### src/rtl/fifo_arb_pkg.sv
// rtl/fifo_arb_pkg.sv - shared types, default widths and helpers for the FIFO port arbiters
// Purpose: state encoding, default parameter values and the round-robin
//          pointer increment used by the write- and read-side arbiters.
// Ports:   none (package).
package fifo_arb_pkg;

  typedef enum logic {
    IDLE  = 1'b0,
    BURST = 1'b1
  } arb_state_t;

  localparam int DEF_NUM_REQ    = 3;
  localparam int DEF_DATA_WIDTH = 8;
  localparam int DEF_MAX_BURST  = 4;
  localparam int DEF_ID_WIDTH   = 2;
  localparam int CNT_WIDTH      = 8;

  // Modulo increment of a requester index: num_req-1 wraps to 0.
  function automatic int unsigned rr_next(input int unsigned ptr, input int unsigned num_req);
    return (ptr + 32'd1 >= num_req) ? 32'd0 : ptr + 32'd1;
  endfunction

endpackage

### src/rtl/fifo_wr_arbiter_if.sv
// rtl/fifo_wr_arbiter_if.sv - producer/FIFO write-port bundle for the write arbiter
// Purpose: groups the producer handshake, the FIFO write port and the
//          grant status into one bundle.
// Signals: req_valid/req_last/req_data (producers -> arbiter),
//          req_ready (arbiter -> producers), wfull (FIFO -> arbiter),
//          winc/wdata (arbiter -> FIFO), grant_id/busy (status).
// Modports: slave = arbiter side, master = producers + FIFO side.
interface fifo_wr_arbiter_if
  import fifo_arb_pkg::*;
#(
  parameter int NUM_REQ    = DEF_NUM_REQ,
  parameter int DATA_WIDTH = DEF_DATA_WIDTH,
  parameter int ID_WIDTH   = DEF_ID_WIDTH
);

  logic [NUM_REQ-1:0]            req_valid;
  logic [NUM_REQ-1:0]            req_last;
  logic [NUM_REQ*DATA_WIDTH-1:0] req_data;
  logic [NUM_REQ-1:0]            req_ready;
  logic                          wfull;
  logic                          winc;
  logic [DATA_WIDTH-1:0]         wdata;
  logic [ID_WIDTH-1:0]           grant_id;
  logic                          busy;

  modport slave (
    input  req_valid, req_last, req_data, wfull,
    output req_ready, winc, wdata, grant_id, busy
  );

  modport master (
    output req_valid, req_last, req_data, wfull,
    input  req_ready, winc, wdata, grant_id, busy
  );

endinterface

### src/rtl/rr_priority_pick.sv
// rtl/rr_priority_pick.sv - combinational round-robin first-set picker
// Purpose: finds the first set bit of req scanning upward from rr_ptr,
//          wrapping modulo NUM_REQ.
// Ports:   req    in  NUM_REQ   request vector
//          rr_ptr in  ID_WIDTH  scan start index (< NUM_REQ)
//          found  out 1         any request set
//          sel    out ID_WIDTH  selected index (0 when none)
module rr_priority_pick #(
  parameter int NUM_REQ  = 3,
  parameter int ID_WIDTH = 2
) (
  input  logic [NUM_REQ-1:0]  req,
  input  logic [ID_WIDTH-1:0] rr_ptr,
  output logic                found,
  output logic [ID_WIDTH-1:0] sel
);

  logic [2*NUM_REQ-1:0] req_dbl;
  logic [NUM_REQ-1:0]   req_rot;

  // Rotate so that bit 0 of req_rot is requester rr_ptr.
  assign req_dbl = {req, req};
  assign req_rot = NUM_REQ'(req_dbl >> rr_ptr);

  always_comb begin
    int idx;
    idx   = 0;
    found = 1'b0;
    sel   = '0;
    // Scan from the far end so the lowest rotated offset is the final winner.
    for (int k = NUM_REQ - 1; k >= 0; k--) begin
      if (|(req_rot & (NUM_REQ'(1) << k))) begin
        idx = int'(rr_ptr) + k;
        if (idx >= NUM_REQ) idx = idx - NUM_REQ;
        found = 1'b1;
        sel   = ID_WIDTH'(idx);
      end
    end
  end

endmodule

### src/rtl/fifo_wr_arbiter.sv
// rtl/fifo_wr_arbiter.sv - round-robin, burst-locked arbiter for the async FIFO write port
// Purpose: shares winc/wdata among NUM_REQ producers in the wclk domain.
//          A grant is held until the owner's last beat is accepted or
//          MAX_BURST beats have been written; wfull stalls the burst.
// Ports:   wclk    in  1  write-domain clock
//          wrst_n  in  1  asynchronous active-low reset
//          bus     slave  producer handshake, FIFO write port, grant_id, busy
module fifo_wr_arbiter
  import fifo_arb_pkg::*;
#(
  parameter int NUM_REQ    = DEF_NUM_REQ,
  parameter int DATA_WIDTH = DEF_DATA_WIDTH,
  parameter int MAX_BURST  = DEF_MAX_BURST,
  parameter int ID_WIDTH   = DEF_ID_WIDTH
) (
  input logic               wclk,
  input logic               wrst_n,
  fifo_wr_arbiter_if.slave  bus
);

  arb_state_t           state, state_nxt;
  logic [ID_WIDTH-1:0]  rr_ptr, rr_ptr_nxt;
  logic [ID_WIDTH-1:0]  grant_id, grant_id_nxt;
  logic [CNT_WIDTH-1:0] beat_cnt, beat_cnt_nxt;

  logic                 pick_found;
  logic [ID_WIDTH-1:0]  pick_id;
  logic [NUM_REQ-1:0]   grant_oh;
  logic                 owner_valid;
  logic                 owner_last;
  logic                 accept;
  logic                 burst_end;

  rr_priority_pick #(
    .NUM_REQ  (NUM_REQ),
    .ID_WIDTH (ID_WIDTH)
  ) u_pick (
    .req    (bus.req_valid),
    .rr_ptr (rr_ptr),
    .found  (pick_found),
    .sel    (pick_id)
  );

  assign grant_oh    = NUM_REQ'(1) << grant_id;
  assign owner_valid = |(bus.req_valid & grant_oh);
  assign owner_last  = |(bus.req_last & grant_oh);

  // Data mux follows grant_id in every state, so reset presents slice 0.
  assign bus.wdata    = DATA_WIDTH'(bus.req_data >> (int'(grant_id) * DATA_WIDTH));
  assign bus.grant_id = grant_id;
  assign bus.busy     = (state == BURST);

  always_comb begin
    state_nxt     = state;
    rr_ptr_nxt    = rr_ptr;
    grant_id_nxt  = grant_id;
    beat_cnt_nxt  = beat_cnt;
    accept        = 1'b0;
    burst_end     = 1'b0;
    bus.winc      = 1'b0;
    bus.req_ready = '0;

    case (state)
      IDLE: begin
        // Arbitration cycle only; no beat is written here.
        if (pick_found) begin
          grant_id_nxt = pick_id;
          beat_cnt_nxt = '0;
          state_nxt    = BURST;
        end
      end
      BURST: begin
        // Owner dropping valid or wfull simply holds everything in place.
        accept   = owner_valid && !bus.wfull;
        bus.winc = accept;
        if (accept) begin
          bus.req_ready = grant_oh;
          burst_end     = owner_last || (beat_cnt == CNT_WIDTH'(MAX_BURST - 1));
          if (burst_end) begin
            state_nxt    = IDLE;
            rr_ptr_nxt   = ID_WIDTH'(rr_next(32'(grant_id), NUM_REQ));
            beat_cnt_nxt = '0;
          end else begin
            beat_cnt_nxt = beat_cnt + 1'b1;
          end
        end
      end
      default: state_nxt = IDLE;
    endcase
  end

  always_ff @(posedge wclk or negedge wrst_n) begin
    if (!wrst_n) begin
      state    <= IDLE;
      rr_ptr   <= '0;
      grant_id <= '0;
      beat_cnt <= '0;
    end else begin
      state    <= state_nxt;
      rr_ptr   <= rr_ptr_nxt;
      grant_id <= grant_id_nxt;
      beat_cnt <= beat_cnt_nxt;
    end
  end

endmodule

### src/flat_wrapper.sv
// flat-port wrapper written by rule: the top's interface ports become plain ports
module fifo_wr_arbiter_flat import fifo_arb_pkg::*;
#(
  parameter int NUM_REQ    = DEF_NUM_REQ,
  parameter int DATA_WIDTH = DEF_DATA_WIDTH,
  parameter int MAX_BURST  = DEF_MAX_BURST,
  parameter int ID_WIDTH   = DEF_ID_WIDTH
)
  (wclk, wrst_n, bus_req_valid, bus_req_last, bus_req_data, bus_wfull, bus_req_ready, bus_winc, bus_wdata, bus_grant_id, bus_busy);
  fifo_wr_arbiter_if #(.NUM_REQ(NUM_REQ), .DATA_WIDTH(DATA_WIDTH), .ID_WIDTH(ID_WIDTH)) bus_i ();
  input logic wclk;
  input logic wrst_n;
  input wire logic [$bits(bus_i.req_valid)-1:0] bus_req_valid;
  input wire logic [$bits(bus_i.req_last)-1:0] bus_req_last;
  input wire logic [$bits(bus_i.req_data)-1:0] bus_req_data;
  input wire logic [$bits(bus_i.wfull)-1:0] bus_wfull;
  output wire logic [$bits(bus_i.req_ready)-1:0] bus_req_ready;
  output wire logic [$bits(bus_i.winc)-1:0] bus_winc;
  output wire logic [$bits(bus_i.wdata)-1:0] bus_wdata;
  output wire logic [$bits(bus_i.grant_id)-1:0] bus_grant_id;
  output wire logic [$bits(bus_i.busy)-1:0] bus_busy;
  assign bus_i.req_valid = bus_req_valid;
  assign bus_i.req_last = bus_req_last;
  assign bus_i.req_data = bus_req_data;
  assign bus_i.wfull = bus_wfull;
  assign bus_req_ready = bus_i.req_ready;
  assign bus_winc = bus_i.winc;
  assign bus_wdata = bus_i.wdata;
  assign bus_grant_id = bus_i.grant_id;
  assign bus_busy = bus_i.busy;
  fifo_wr_arbiter #(.NUM_REQ(NUM_REQ), .DATA_WIDTH(DATA_WIDTH), .MAX_BURST(MAX_BURST), .ID_WIDTH(ID_WIDTH)) u_core (.wclk(wclk), .wrst_n(wrst_n), .bus(bus_i));
endmodule
### config.mk
export PLATFORM = sky130hd
export DESIGN_NAME = fifo_wr_arbiter_flat
export DESIGN_NICKNAME = d
export VERILOG_FILES = /design/src/rtl/fifo_arb_pkg.sv /design/src/rtl/fifo_wr_arbiter_if.sv /design/src/rtl/rr_priority_pick.sv /design/src/rtl/fifo_wr_arbiter.sv /design/src/flat_wrapper.sv
export SDC_FILE = /design/constraint.sdc
export NUM_CORES = 1
export LEC_CHECK = 0
export BUFFER_PORTS_ARGS = -buffer_cell sky130_fd_sc_hd__buf_2
export CORE_MARGIN = 4
export CORE_UTILIZATION = 48
export DETAILED_ROUTE_END_ITERATION = 12
export PLACE_DENSITY = 0.8
export SETUP_SLACK_MARGIN = 0.02
export SLEW_MARGIN = 25
export SYNTH_ARGS = -nofsm -noshare
export SYNTH_HDL_FRONTEND = slang
export SYNTH_SLANG_ARGS = --single-unit
### constraint.sdc
create_clock -name wclk -period 2.3 [get_ports wclk]
set_input_delay 0.115 -clock wclk [delete_from_list [all_inputs] [get_ports wclk]]
set_output_delay 0.115 -clock wclk [all_outputs]
set_load 0.02 [all_outputs]
==> metrics, run 1 <==
Synth Area in Compound Gates=a little over a quarter; PnR worst setup slack=0.1714 ns; WS Path Type=reg -> out; status=complete, no violations; EDFF count, synth=0; CP delay by family, top=simple AND/OR/NAND/NOR gates; Worst Hold End=u_core.bus.busy; Cell Pwr Density=approximately 1100 nW/µm²; Max Clk Rate=about 470 MHz; Via density=around 5.8; worst r2r src=u_core.bus.grant_id[1]; RSZ-0062 raised after global routing=no; drt initial violations=36; antenna cells=0; RR Endpoint=u_core.beat_cnt[0]; crit start category=flop; total chip power=1.570 mW; sequential share of the synthesized area=between 20% and 30%; multiplexer share of the synthesized area=approximately an eighth; height of the chip=~57 µm; Slew @ Worst Pin=roughly 0.64 ns; antenna violations before repair=0; TritonCTS clock tree=yes; Max-Cap Viols=0; critical path arrival=about 2 ns; mapped cell area=between 1000 and 1500 µm²; CTS Buffer Depth=2; post-synthesis xor/xnor area fraction=0%; synth unique cells=45; area leader, netlist=dfrtp_1; global-route wire length before repair=between 4000 and 5000 µm; Reg2Reg Depth=5; fin. max-slew vios=0; Post-synth top flop=dfrtp_1; adder-cell share of the synthesized area=around 4.3%; largest family of logic cells by synthesized area=compound AO/OA/AOI/OAI gates; post-synthesis simple-gate area fraction=approximately 24%; IO Port Bufs=between 40 and 50; Pre-antenna DRT Iters=4; Final Cycle Share=~93%; layout cells sized above 1=36.07%; final setup vio count=0; CORE AREA=between 2000 and 2500 µm²; Critical Path RT=between 2 and 2.5 ns; P_leak=0.7253 nW; Post-synth ARST share=100.0%; DR vias=approximately 1200; Area growth, synth to finish=25.03%; ANT nets after route=0; VDD IR max=~0.57 mV; hold_sp=bus_req_valid[2]; final hold viol count=0; Clk pin slew, worst setup/hold paths=0.08 ns; initial core utilization=between 50% and 60%; Die Width=roughly 57 µm; Slew HR=57.14%; # fillers=roughly 190; Hold Crit Depth=3; number of buffers created by CTS=3; clk_skew=between 0.0008 and 0.0009 ns; nets=around 220; clk root buf=clkbuf_4; Sum Neg Setup Slack=0 ns; # DRC=0; fin util=64.27%; Hold Path Class=in -> reg; Total GRT Usage=18.22%; pin count of the biggest net entering global routing=18; flop2flop setup slack=0.47 ns; total die area=roughly 3300 µm²; clk sinks=13; CP Cell Sequence=nor2b_1 > nand2_1 > o21ai_1 > buf_2; Rows=17; top-area cell type share of the netlist area=between 20 and 30%; synth warn=0; post-synth net total=around 170; number of synthesized register bits=13; final wirelength=slightly above 3000 µm; crit-path max FO=17; io pins=48; crit path time final=~2.1 ns; Worst Setup End Kind=output port; GRT overflow=0; Worst-Skew Late Latency=0.27 ns; GP Congestion=around 0.76; WP buf/inv=1; syn_area_per_cell=around 8.7 µm²; Synth Instances=~140; vias in the first global route=about 1200; ranking of synthesized cells by area=dfrtp_1 28%, mux2i_1 8.6%, ha_1 4.3%; CP max stage cell=dfrtp_1; DP HPWL=approximately 2400 µm; DR WL/cell=roughly 14 µm; hold slack=around 0.21 ns; htree depth=1; pre-CTS WS=0.4775 ns; Worst path max stage delay=0.72 ns
## sequential cells by signal, indices dropped and copies added (netlist names)
name	cells
u_core.bus.busy	1
u_core.rr_ptr	2
u_core.beat_cnt	8
u_core.bus.grant_id	2
## report_power, final
group | switching [mW] | internal (mW) | leakage [nW] | total, mW
logic | 0.587 | 0.431 | 0.541 | 1.02
registers | 0.125 | 0.283 | 0.169 | 0.408
clock network | 0.0776 | 0.0672 | 0.0150 | 0.145
total | 0.789 | 0.781 | 0.725 | 1.57
## layout by cell type, fill, tap and decap left out, drive strengths merged, types with 3 or more instances in the layout
cell type	count
buf	49
o21ai	14
dfrtp	13
nand2	13
mux2i	10
nor2	10
nor2b	7
a21oi	7
a22o	5
inv	5
mux2	5
nand3	4
a21o	4
ha	4
clkbuf	4
o211ai	3
o31ai	3
nor3	3
and3	3
or2	3
## cell type report
class	count	area, µm²	share of cell area [%]
Clock buffer	4	26.28	1.796
Inverter	5	18.77	1.283
Multi-Input combinational cell	111	797.0	54.49
Sequential cell	13	325.3	22.24
Tap cell	28	35.03	2.395
Timing Repair Buffer	50	260.3	17.79
## worst min-delay path, delay by kind of cell
family                 cells  cell delay (ns)
AO/OA/AOI/OAI              1             0.14
buffers and inverters      1             0.12
AND/OR/NAND/NOR            1             0.07
## cells in the mapped netlist (2+ instances only)
cell type  count
a21o_1         4
a21oi_1        7
a22o_1         5
and3_1         2
buf_1          2
buf_2          2
dfrtp_1       13
ha_1           4
inv_1          4
mux2_1         3
mux2_2         2
mux2i_1       10
nand2_1       12
nand3_1        4
nor2_1         8
nor2b_1        7
nor3_1         2
o211ai_1       3
o21ai_0        4
o21ai_1        9
o31ai_1        3
or2_1          2
## worst max path at each step
stage,cells past startpoint,from,endpoint
6_report,4,u_core.bus.grant_id[0],bus_wdata[4]
5_1_grt,4,u_core.bus.grant_id[0],bus_wdata[5]
4_1_cts,4,u_core.bus.grant_id[0],bus_wdata[4]
3_5_place_dp,4,u_core.bus.grant_id[0],bus_wdata[4]
3_3_place_gp,5,u_core.bus.grant_id[1],u_core.beat_cnt[0]
2_1_floorplan,5,u_core.bus.grant_id[1],bus_req_ready[2]
## metal layers
metal  vias up  wire length, µm  global-route usage (%)  share of wire [%]
met4         0               40                   6.291                1.3
met2        37             1571                   32.58                 52
met5         -                0                       0                  0
met3         4              144                   1.357                4.8
met1       591             1264                   22.79                 42
li1        590                -                       -                  -
## per-stage QoR
stage               cells  area, µm²
finish                211       1463
global route          211       1463
CTS                   211       1463
detailed placement    206       1426
global placement      206       1426
floorplan             135       1170
## timing repair
action / CTS / global route
setup buffers: 0 / 0
resized for setup: 0 / 0
hold endpoints to repair: 13 / 0
setup endpoints to repair: 0 / 0
hold buffers: 1 / 0
## cell families after synthesis
family / Yosys count
simple gates: 49
compound gates: 43
mux: 15
flops: 13
buf+inv: 11
fa+ha+maj: 4
(Power assumes the default switching activity.)
==> run 2, diff against run 1 <==
--- a/config.mk
+++ b/config.mk
@@ -9,7 +9,7 @@
 export CORE_MARGIN = 4
 export CORE_UTILIZATION = 48
 export DETAILED_ROUTE_END_ITERATION = 12
-export PLACE_DENSITY = 0.8
+export PLACE_DENSITY = 0.78
 export SETUP_SLACK_MARGIN = 0.02
 export SLEW_MARGIN = 25
 export SYNTH_ARGS = -nofsm -noshare
==> run 2 against run 1 <==
  * First-iteration DRC count up 5.6%
  * Clock power hardly changed
  * Sequential cell count stayed put
  * Design area shrank 0.51%
  * Cell count decreased by 0.47%
  * Largest cell class unchanged
==> metrics, run 2 (synthesized netlist as in run 1, its figures left out) <==
status=complete, no violations; Pre-antenna DRT Iters=4; final hold viol count=0; io pins=48; Worst Hold End=u_core.bus.busy; IO Port Bufs=47; Final Cycle Share=91.53%; Reg2Reg Depth=5; commonest non-fill, non-tap cell in the layout=buf_2; worst r2r src=u_core.bus.grant_id[1]; ANT nets after route=0; Hold Path Class=in -> reg; Area growth, synth to finish=24.39%; VDD IR max=around 0.69 mV; crit path time final=2.105 ns; Clk pin slew, worst setup/hold paths=0.08 ns; DR vias=around 1200; Max-Cap Viols=0; global-route wire length before repair=4836 µm; Slew @ Worst Pin=0.6163 ns; Total GRT Usage=between 10% and 20%; max reg flops=8; most frequent cells in the layout=47 x buf_2, 13 x dfrtp_1, 12 x nand2_1; antenna violations before repair=0; Die Width=between 50 and 60 µm; Biggest register=u_core.beat_cnt; crit-path max FO=19; # DRC=0; clk sinks=13; height of the chip=57.37 µm; vias in the first global route=1114; RSZ-0062 raised after global routing=no; Largest regs=u_core.beat_cnt (8), u_core.bus.grant_id (2), u_core.rr_ptr (2); Cell Pwr Density=approximately 1100 nW/µm²; Sum Neg Setup Slack=0 ns; htree depth=1; number of buffers created by CTS=3; GRT overflow=0; fin. max-slew vios=0; DR WL/cell=between 10 and 15 µm; clk root buf=clkbuf_4; Worst-Skew Late Latency=roughly 0.28 ns; DP HPWL=2399 µm; Rows=17; # fillers=around 190; Max Clk Rate=475.0 MHz; WP buf/inv=1; Slew HR=58.91%; CTS Buffer Depth=2; P_leak=between 0.7 and 0.8 nW; GP Congestion=0.7830; Worst path max stage delay=~0.74 ns; fin util=63.94%; Critical Path RT=between 2 and 2.5 ns; Via density=between 5 and 6; Resized cells post-CTS=0; hold_sp=bus_req_valid[2]; CTS Hold Buffers Added=1; CP max stage cell=dfrtp_1; CP Cell Sequence=nor2b_1 > nand2_1 > o21ai_1 > buf_2; total die area=3291 µm²; nets=between 200 and 250; postcts setup bufs=0; RR Endpoint=u_core.beat_cnt[0]; crit start category=flop; Hold Crit Depth=3; initial core utilization=51.40%; Worst Setup End Kind=output port; WS Path Type=reg -> out; critical path arrival=slightly below 2 ns; CORE AREA=2276 µm²; CP delay by family, top=flip-flops; final setup vio count=0; pin count of the biggest net entering global routing=20; drt initial violations=38; antenna cells=0; layout cells sized above 1=a little over a third; flop2flop setup slack=approximately 0.43 ns; clk_skew=around 0.00064 ns; TritonCTS clock tree=yes; final wirelength=around 3000 µm
==> run 2: cell types whose count changed in the layout (fill, tap and decap cells not counted), sizes merged <==
cell,delta
buf,-1
==> run 2: how the worst max path moves through the flow <==
| stage | from | end | slack [ns] | depth (start not counted) |
|---|---|---|---|---|
| 4_1_cts | u_core.bus.grant_id[0] | bus_wdata[7] | 0.20 | 4 |
| 6_report | u_core.bus.grant_id[0] | bus_wdata[7] | 0.19 | 4 |
| 3_3_place_gp | u_core.bus.grant_id[1] | u_core.beat_cnt[0] | 0.52 | 5 |
| 5_1_grt | u_core.bus.grant_id[0] | bus_wdata[3] | 0.02 | 4 |
| 3_5_place_dp | u_core.bus.grant_id[1] | u_core.beat_cnt[0] | 0.47 | 5 |
| 2_1_floorplan | u_core.bus.grant_id[1] | bus_req_ready[2] | 0.45 | 5 |
==> run 2: cell type report <==
class / count / area [µm²] / share of cell area [%]
Clock buffer: 4 / 26.28 / 1.806
Inverter: 5 / 18.77 / 1.290
Multi-Input combinational cell: 111 / 797.0 / 54.77
Sequential cell: 13 / 325.3 / 22.36
Timing Repair Buffer: 49 / 252.7 / 17.37
Tap cell: 28 / 35.03 / 2.408
==> run 2: tightest hold or removal path: cells and delay by family <==
| family | cells | cell delay, ns |
|---|---|---|
| compound gates | 1 | 0.15 |
| simple gates | 1 | 0.07 |
| buf+inv | 1 | 0.12 |
==> run 2: per-stage QoR <==
stage	setup slack [ns]	total power, mW	area, µm²	instances	hold WS [ns]
3_5_place_dp	0.4717	1.421	1419	205	0.01910
5_1_grt	0.02428	1.679	1455	210	0.2408
2_1_floorplan	0.4480	1.160	1170	135	-0.1806
3_3_place_gp	0.5186	1.378	1419	205	0.008109
4_1_cts	0.2047	1.567	1455	210	0.2062
6_report	0.1947	1.570	1455	210	0.2128
==> run 2: per-layer routing <==
layer | track usage [%] | share of wire [%]
met5 | 0 | 0
met4 | 5.960 | 1.5
met3 | 2.489 | 3.0
met2 | 34.19 | 55
met1 | 21.32 | 41
==> run 2: where the power goes <==
group,leakage [nW],total (mW),internal (mW),switching (mW)
Sequential,0.169,0.411,0.283,0.128
Clock,0.0150,0.147,0.0674,0.0792
Combinational,0.536,1.01,0.422,0.590
